[config.mk]
export PLATFORM = sky130hd
export DESIGN_NAME = fp_mult_param_pipe
export DESIGN_NICKNAME = d
export VERILOG_FILES = /design/src/rtl/fp_mult_param_pipe.sv
export SDC_FILE = /design/constraint.sdc
export NUM_CORES = 2
export LEC_CHECK = 0
export BUFFER_PORTS_ARGS = -buffer_cell sky130_fd_sc_hd__buf_2
export CAP_MARGIN = 30
export CORE_AREA = 2 2 206 289
export CTS_CLUSTER_DIAMETER = 80
export DETAILED_ROUTE_END_ITERATION = 10
export DIE_AREA = 0 0 208 291
export GPL_TIMING_DRIVEN = 1
export PLACE_DENSITY_LB_ADDON = 0.3
export SYNTH_ARGS = -nofsm -noshare
export SYNTH_HDL_FRONTEND = slang
export SYNTH_SLANG_ARGS = --single-unit
[constraint.sdc]
create_clock -name clk -period 7.13 [get_ports clk]
set_input_delay 0.3565 -clock clk [delete_from_list [all_inputs] [get_ports clk]]
set_output_delay 0.3565 -clock clk [all_outputs]
set_load 0.02 [all_outputs]
[src/rtl/fp_mult_param_pipe.sv]
`default_nettype none
// ============================================================================
//  Module   : fp_mult_param_pipe
//  Brief    : 3-stage IEEE-754-style multiplier, flush-to-zero, RNE rounding.
//  Revision : 1.0
// ============================================================================
module fp_mult_param_pipe #(
   parameter  int EXP_W = 8,
   parameter  int MAN_W = 23,
   localparam int W     = 1 + EXP_W + MAN_W
) (
   input  logic         clk,
   input  logic         rst_n,
   input  logic         start,
   output logic         in_ready,
   input  logic [W-1:0] a,
   input  logic [W-1:0] b,
   output logic [W-1:0] result,
   output logic         done,
   input  logic         out_ready,
   output logic         overflow,
   output logic         underflow,
   output logic         invalid
);

   localparam int                      c_pw       = 2 * MAN_W + 2;
   localparam logic signed [EXP_W+1:0] c_bias     = (EXP_W+2)'(2**(EXP_W-1) - 1);
   localparam logic signed [EXP_W+1:0] c_emax     = (EXP_W+2)'(2**EXP_W - 1);
   localparam logic signed [EXP_W+1:0] c_ezero    = '0;
   localparam logic [1:0]              c_cls_norm = 2'd0;
   localparam logic [1:0]              c_cls_zero = 2'd1;
   localparam logic [1:0]              c_cls_inf  = 2'd2;
   localparam logic [1:0]              c_cls_nan  = 2'd3;

   logic w_adv;
   assign w_adv    = out_ready | ~done;
   assign in_ready = w_adv;

   // ---------------- stage 1: unpack and classify ----------------
   logic [EXP_W-1:0] w_ea, w_eb;
   logic [MAN_W-1:0] w_fa, w_fb;
   logic             w_a_zero, w_b_zero, w_a_inf, w_b_inf, w_a_nan, w_b_nan;
   logic [1:0]       w_cls;

   assign w_ea     = a[W-2:MAN_W];
   assign w_eb     = b[W-2:MAN_W];
   assign w_fa     = a[MAN_W-1:0];
   assign w_fb     = b[MAN_W-1:0];
   assign w_a_zero = ~|w_ea;
   assign w_b_zero = ~|w_eb;
   assign w_a_nan  = (&w_ea) & (|w_fa);
   assign w_b_nan  = (&w_eb) & (|w_fb);
   assign w_a_inf  = (&w_ea) & ~(|w_fa);
   assign w_b_inf  = (&w_eb) & ~(|w_fb);

   always_comb begin
      w_cls = c_cls_norm;
      if (w_a_nan | w_b_nan | (w_a_inf & w_b_zero) | (w_a_zero & w_b_inf))
         w_cls = c_cls_nan;
      else if (w_a_inf | w_b_inf)
         w_cls = c_cls_inf;
      else if (w_a_zero | w_b_zero)
         w_cls = c_cls_zero;
   end

   logic             r1_valid, r1_sign;
   logic [1:0]       r1_cls;
   logic [EXP_W-1:0] r1_ea, r1_eb;
   logic [MAN_W:0]   r1_ma, r1_mb;

   always_ff @(posedge clk) begin
      if (!rst_n) begin
         r1_valid <= 1'b0;
      end else if (w_adv) begin
         r1_valid <= start;
         r1_sign  <= a[W-1] ^ b[W-1];
         r1_cls   <= w_cls;
         r1_ea    <= w_ea;
         r1_eb    <= w_eb;
         r1_ma    <= {1'b1, w_fa};
         r1_mb    <= {1'b1, w_fb};
      end
   end

   // ---------------- stage 2: mantissa multiply, exponent sum ----------------
   logic [c_pw-1:0]         w_prod;
   logic signed [EXP_W+1:0] w_esum;

   assign w_prod = {{(MAN_W+1){1'b0}}, r1_ma} * {{(MAN_W+1){1'b0}}, r1_mb};
   assign w_esum = $signed({2'b00, r1_ea}) + $signed({2'b00, r1_eb}) - c_bias;

   logic                    r2_valid, r2_sign;
   logic [1:0]              r2_cls;
   logic [c_pw-1:0]         r2_prod;
   logic signed [EXP_W+1:0] r2_exp;

   always_ff @(posedge clk) begin
      if (!rst_n) begin
         r2_valid <= 1'b0;
      end else if (w_adv) begin
         r2_valid <= r1_valid;
         r2_sign  <= r1_sign;
         r2_cls   <= r1_cls;
         r2_prod  <= w_prod;
         r2_exp   <= w_esum;
      end
   end

   // ---------------- stage 3: normalise, round, pack ----------------
   logic                    w_norm, w_guard, w_round, w_sticky, w_up, w_carry;
   logic [MAN_W:0]          w_mant;
   logic [MAN_W+1:0]        w_mant_r;
   logic [MAN_W-1:0]        w_frac;
   logic signed [EXP_W+1:0] w_e1, w_efin;

   assign w_norm   = r2_prod[c_pw-1];
   assign w_mant   = w_norm ? r2_prod[c_pw-1:MAN_W+1] : r2_prod[c_pw-2:MAN_W];
   assign w_guard  = w_norm ? r2_prod[MAN_W]   : r2_prod[MAN_W-1];
   assign w_round  = w_norm ? r2_prod[MAN_W-1] : r2_prod[MAN_W-2];
   assign w_sticky = w_norm ? |r2_prod[MAN_W-2:0] : |r2_prod[MAN_W-3:0];
   // Round half to even: ties go up only when the kept LSB is odd.
   assign w_up     = w_guard & (w_round | w_sticky | w_mant[0]);
   assign w_mant_r = {1'b0, w_mant} + {{(MAN_W+1){1'b0}}, w_up};
   assign w_carry  = w_mant_r[MAN_W+1];
   assign w_frac   = w_carry ? w_mant_r[MAN_W:1] : w_mant_r[MAN_W-1:0];
   assign w_e1     = r2_exp + $signed({{(EXP_W+1){1'b0}}, w_norm});
   assign w_efin   = w_e1 + $signed({{(EXP_W+1){1'b0}}, w_carry});

   logic [W-1:0] w_res;
   logic         w_ovf, w_unf, w_inv;

   always_comb begin
      w_res = '0;
      w_ovf = 1'b0;
      w_unf = 1'b0;
      w_inv = 1'b0;
      case (r2_cls)
         c_cls_nan: begin
            w_res = {1'b0, {EXP_W{1'b1}}, 1'b1, {(MAN_W-1){1'b0}}};
            w_inv = 1'b1;
         end
         c_cls_inf:  w_res = {r2_sign, {EXP_W{1'b1}}, {MAN_W{1'b0}}};
         c_cls_zero: w_res = {r2_sign, {(W-1){1'b0}}};
         default: begin
            if (w_efin >= c_emax) begin
               w_res = {r2_sign, {EXP_W{1'b1}}, {MAN_W{1'b0}}};
               w_ovf = 1'b1;
            end else if (w_efin <= c_ezero) begin
               w_res = {r2_sign, {(W-1){1'b0}}};
               w_unf = 1'b1;
            end else begin
               w_res = {r2_sign, w_efin[EXP_W-1:0], w_frac};
            end
         end
      endcase
   end

   logic [W-1:0] r_result;
   logic         r_done, r_ovf, r_unf, r_inv;

   always_ff @(posedge clk) begin
      if (!rst_n) begin
         r_result <= '0;
         r_done   <= 1'b0;
         r_ovf    <= 1'b0;
         r_unf    <= 1'b0;
         r_inv    <= 1'b0;
      end else if (w_adv) begin
         r_done <= r2_valid;
         r_ovf  <= r2_valid & w_ovf;
         r_unf  <= r2_valid & w_unf;
         r_inv  <= r2_valid & w_inv;
         if (r2_valid)
            r_result <= w_res;
      end
   end

   assign result    = r_result;
   assign done      = r_done;
   assign overflow  = r_ovf;
   assign underflow = r_unf;
   assign invalid   = r_inv;

endmodule
`default_nettype wire

# Yosys cells after proc, flatten, opt, wreduce, memory -nomap -nowiden
# Index checks and enable logic that the tools add are counted.
# word_totals
ff_bits,164
input_bits,68
elab_cells,81
# op_classes
add_sub_neg,5
multipliers,1
n_lt_le_gt_ge,2
n_eq_ne,3
muxes,16
bitwise,22
reduce_logical,14
# ops
operator,count
$pmux 32 s3,1
$mux 31,2
$mul 24x24->48,1
$reduce_or 23->1,2
$add 24x1->25,1
$mux 24,1
$mux 23,1
$reduce_or 22->1,1
$reduce_or 21->1,1
$add 10x2->10,2
$reduce_and 8->1,2
$reduce_or 8->1,2
$mux 1,11
$and 1x1->1,10
$ge 10x9->1 const B,1
$le 10x1->1 const B,1
$sub 9x7->10 const B,1
$add 8x8->9,1
$or 1x1->1,8
$eq 2x2->1 const B,2
$reduce_and 2->1,2
$not 1->1,3
$reduce_or 3->1,1
$eq 2x1->1 const B,1
other kinds (3),4

# Longest topological paths before layout
# depth
depth_word,12
mapped_depth,27
mapped_depth_nobuf,25

# Worst setup path after synthesis
# No wires, ideal clock.
# synth_path
kind,reg2reg
start,register r1_ma[22]
end,register r2_prod[40] (data pin)
setup_time_ns,0.261
arrival_ns,6.569
required_time_ns,6.869
slack_ns,0.299
stages_incl_launch_ff,26
path_buffers,2
synth_period_minus_slack_ns,6.831
cell_sequence,edfxtp_1 -> clkbuf_1 -> nand2_1 -> fa_1 -> inv_1 -> fa_1 -> inv_1 -> fa_1 -> inv_1 -> fa_1 -> fa_1 -> fa_1 -> inv_1 -> fa_1 -> inv_1 -> ha_1 -> clkbuf_1 -> and4_1 -> nand2_1 -> nor3_1 -> a21o_1 -> or4_1 -> a31oi_1 -> nor2_1 -> a31o_2 -> xor2_1
# synth_between
elab_chain_len,1
# synth_rtl
element,line_no,text
from (decl),69,"logic [MAN_W:0] r1_ma, r1_mb;"
from (signal assigned),80,"r1_ma <= {1'b1, w_fa};"
$mul 24x24->48,89,"assign w_prod = {{(MAN_W+1){1'b0}}, r1_ma} * {{(MAN_W+1){1'b0}}, r1_mb};"
via w_prod[40],86,logic [c_pw-1:0] w_prod;
to (signal assigned),104,r2_prod <= w_prod;
to (decl),94,logic [c_pw-1:0] r2_prod;
# The timed path passes the listed nets, and every way through them passes these cells.
# A chain may end at the register's enable or synchronous reset.

# Final worst setup path
# layout_path
start,register r1_ma[7]
end,register r2_prod[40] (data pin)
# Same word-level chain as after synthesis.

==> flow_summary.json <==
{
  "die-area_um2": 60530,
  "route.met2.wl_um": 36770,
  "top_layer_used": "met4",
  "pin_count": 105,
  "ff2ff_setup_slack_ps": 160,
  "hold_violations": 0,
  "outcome": "completed",
  "area_growth_syn_to_layout_pct": 12.24,
  "crit_path_max_fanout": 21,
  "maxSlewViolCount": 0,
  "placed_cell_area_um2": 28330,
  "rows": 105,
  "crit_type": "reg -> reg",
  "slew-limit-headroom": 0.3797,
  "post_drt_wl_per_cell_um": 19.41,
  "dr.pass1.iters": 5,
  "fin_skew_ps": 22.92,
  "synth_warnings": 0,
  "synth.distinct_cells": 72,
  "cp-start-kind": "flip-flop",
  "postLayoutCellArea_um2": 29090,
  "cp-end-kind": "flip-flop",
  "port-buffer-count": 104,
  "synth-edff-count": 126,
  "die_y_um": 291,
  "crit_buf_inv": 8,
  "coreArea_um2": 58070,
  "final.period_utilization": 0.9778,
  "clock_path_buffers": 2,
  "hpwlAfterDp_um": 57210,
  "clk_latency_ps": 470,
  "synthFlopType": "edfxtp_1",
  "grt_max_degree": 74,
  "worstPathRequired_ps": 7330,
  "grt_overflow": 0,
  "hold_slack_ps": 87.04,
  "fmax_mhz": 143.4,
  "cts_tree": "done",
  "postSynthCellCount": 2708,
  "drv_cap": 0,
  "netlist_area_um2": 25920,
  "cts_buffers": 17,
  "wl_met1_um": 27630,
  "h-tree-depth": 4,
  "drtIter0Drc": 1274,
  "critPathArrivalTime_ps": 7170,
  "wl_um": 70090,
  "num_vias": 18855,
  "nets": 3591,
  "crit_slowest_cell": "or4_4",
  "nFillCells": 5273,
  "antenna_found_initial": 0,
  "yosys_register_bits": 164,
  "antenna_cells": 0,
  "crit_family": "adder cells",
  "final_antenna_net_count": 0,
  "syn-num-nets": 3451,
  "grt_pass1_vias": 20821,
  "post-route-min-period_ps": 6972,
  "dr_wl_met3_um": 3229,
  "grt_pass1_wl_um": 112200,
  "numClockSinks": 164,
  "drive_above_1_share": 0.1108,
  "hold_depth": 1,
  "viasPerCell": 5.223,
  "reg2reg_depth": 25,
  "start_util": 0.4463,
  "gp_congestion": 0.8979,
  "grt_usage": 0.2382,
  "die_w_um": 208,
  "tightest_slew_ps": 930.5,
  "yosysSeqAreaShare": 0.1753,
  "clk_pin_slew_worst_paths_ps": 80,
  "cp_slowest_stage_delay_ps": 550,
  "setup_violations": 0,
  "worstHoldPathType": "in -> reg",
  "ys_async_sr_fraction": 0,
  "root_buffer": "clkbuf_16",
  "cp_num_cells": 25,
  "route.detailed.drc": 0,
  "postSynthAreaPerCell_um2": 9.571
}
## synthesized netlist by cell type, types with 4 or more instances
cell	n	area, um2
inv_1	600	2252
fa_1	484	9689
nand2_1	330	1239
and2_1	261	1633
ha_1	191	2390
edfxtp_1	126	3784
clkbuf_1	108	405.4
a21oi_1	75	375.4
nor2_1	74	277.8
xnor2_1	57	499.2
o21ai_0	40	200.2
dfxtp_1	38	760.7
xor2_1	35	306.5
nand3_1	27	135.1
a21o_1	24	180.2
nor4_1	20	125.1
nand4_1	18	112.6
nor2b_1	16	100.1
a22o_1	12	105.1
mux2i_1	12	120.1
a21boi_0	11	82.58
nand2b_1	11	68.82
nor3_1	10	50.05
o21ai_1	10	50.05
and4_1	8	70.07
o21a_1	8	60.06
and3_1	7	43.79
o21bai_1	7	52.55
a211oi_1	6	45.04
a21boi_1	6	45.04
a31oi_1	5	31.28
or2_2	5	31.28
a211o_1	4	35.03
buf_2	4	20.02
nor3b_1	4	30.03
o221a_2	4	45.04
o31ai_1	4	30.03
## cell families (layout without fill, tap and decap cells)
group,Yosys count,in the layout,share of synthesized area
adder cells (fa/ha/maj),675,675,0.4661
AO/OA/AOI/OAI,240,240,0.06107
flip-flops,164,164,0.1753
multiplexers,14,14,0.005504
AND/OR/NAND/NOR,805,805,0.1567
XOR/XNOR,92,92,0.03109
buffers and inverters,718,871,0.1042
## sequential cells by signal, summed over array words and instances, names as in the netlist, 2 cells and up
name,count
r1_ma,23
r2_cls,2
r2_prod,48
r1_ea,8
r2_exp,10
r1_eb,8
r1_cls,2
result,32
r1_mb,23
## cells in the final DEF (no fill, tap or decap), types with 6 or more instances in the layout
cell type / n
a22o_1: 12
and3_1: 7
and2_1: 260
fa_1: 484
buf_4: 93
a21o_1: 24
nand2b_1: 11
o21ai_0: 36
clkbuf_16: 17
buf_2: 106
xor2_1: 35
a21boi_1: 6
and4_1: 6
a21oi_1: 69
inv_1: 598
buf_12: 35
o21bai_1: 7
ha_1: 187
xnor2_1: 57
nand2_1: 329
dfxtp_1: 38
a21boi_0: 11
edfxtp_1: 126
o21ai_1: 14
nor3_1: 8
nand4_1: 18
nor2b_1: 16
nor4_1: 19
a21oi_2: 6
mux2i_1: 12
nand3_1: 27
nor2_1: 74
o21a_1: 8
## layout make-up
class / instances / area [um2] / area share
Clock buffer: 18 / 429.2 / 0.01475
Clock inverter: 14 / 127.6 / 0.004387
Inverter: 603 / 2267 / 0.07794
Multi-Input combinational cell: 1826 / 18830 / 0.6474
Sequential cell: 164 / 4544 / 0.1562
Tap cell: 749 / 937.1 / 0.03222
Timing Repair Buffer: 236 / 1952 / 0.06710
## final timing paths
| check | from | end |
|---|---|---|
| max | r1_ma[7]$_DFFE_PP_ | r2_prod[40]$_DFFE_PP_ |
| min | a[0] | r1_ma[0]$_DFFE_PP_ |
| min reg2reg | r1_cls[0]$_SDFFCE_PP1P_ | r2_cls[0]$_DFFE_PP_ |
| max reg2reg | r1_ma[7]$_DFFE_PP_ | r2_prod[40]$_DFFE_PP_ |
## layer usage
| metal | GRT usage | vias up |
|---|---|---|
| li1 | - | 8537 |
| met1 | 0.2851 | 9622 |
| met2 | 0.4390 | 563 |
| met3 | 0.02686 | 133 |
| met4 | 0.08563 | 0 |
| met5 | 0 | - |
## repair_timing
item | CTS | global route
buffers inserted | 1 | 4
endpoints found under the setup margin | 5 | 11
resized for setup | 7 | 29
hold buffers | 0 | 0
pin swaps | 1 | 3
## metrics by stage
| step | cells | worst slack (ps) | util | TNS, ps |
|---|---|---|---|---|
| 3_3_place_gp | 3572 | -57.50 | 0.4878 | -57.50 |
| 4_1_cts | 3606 | 7.449 | 0.4981 | 0 |
| 3_5_place_dp | 3573 | -138.6 | 0.4878 | -333.9 |
| 6_report | 3610 | 158.4 | 0.5009 | 0 |
| 5_1_grt | 3610 | -20.13 | 0.5009 | -35.19 |
| 2_1_floorplan | 2708 | 299.3 | - | 0 |
Power is not shown: default switching activity piles up to over one toggle a cycle in this logic, so the estimate is an artifact.
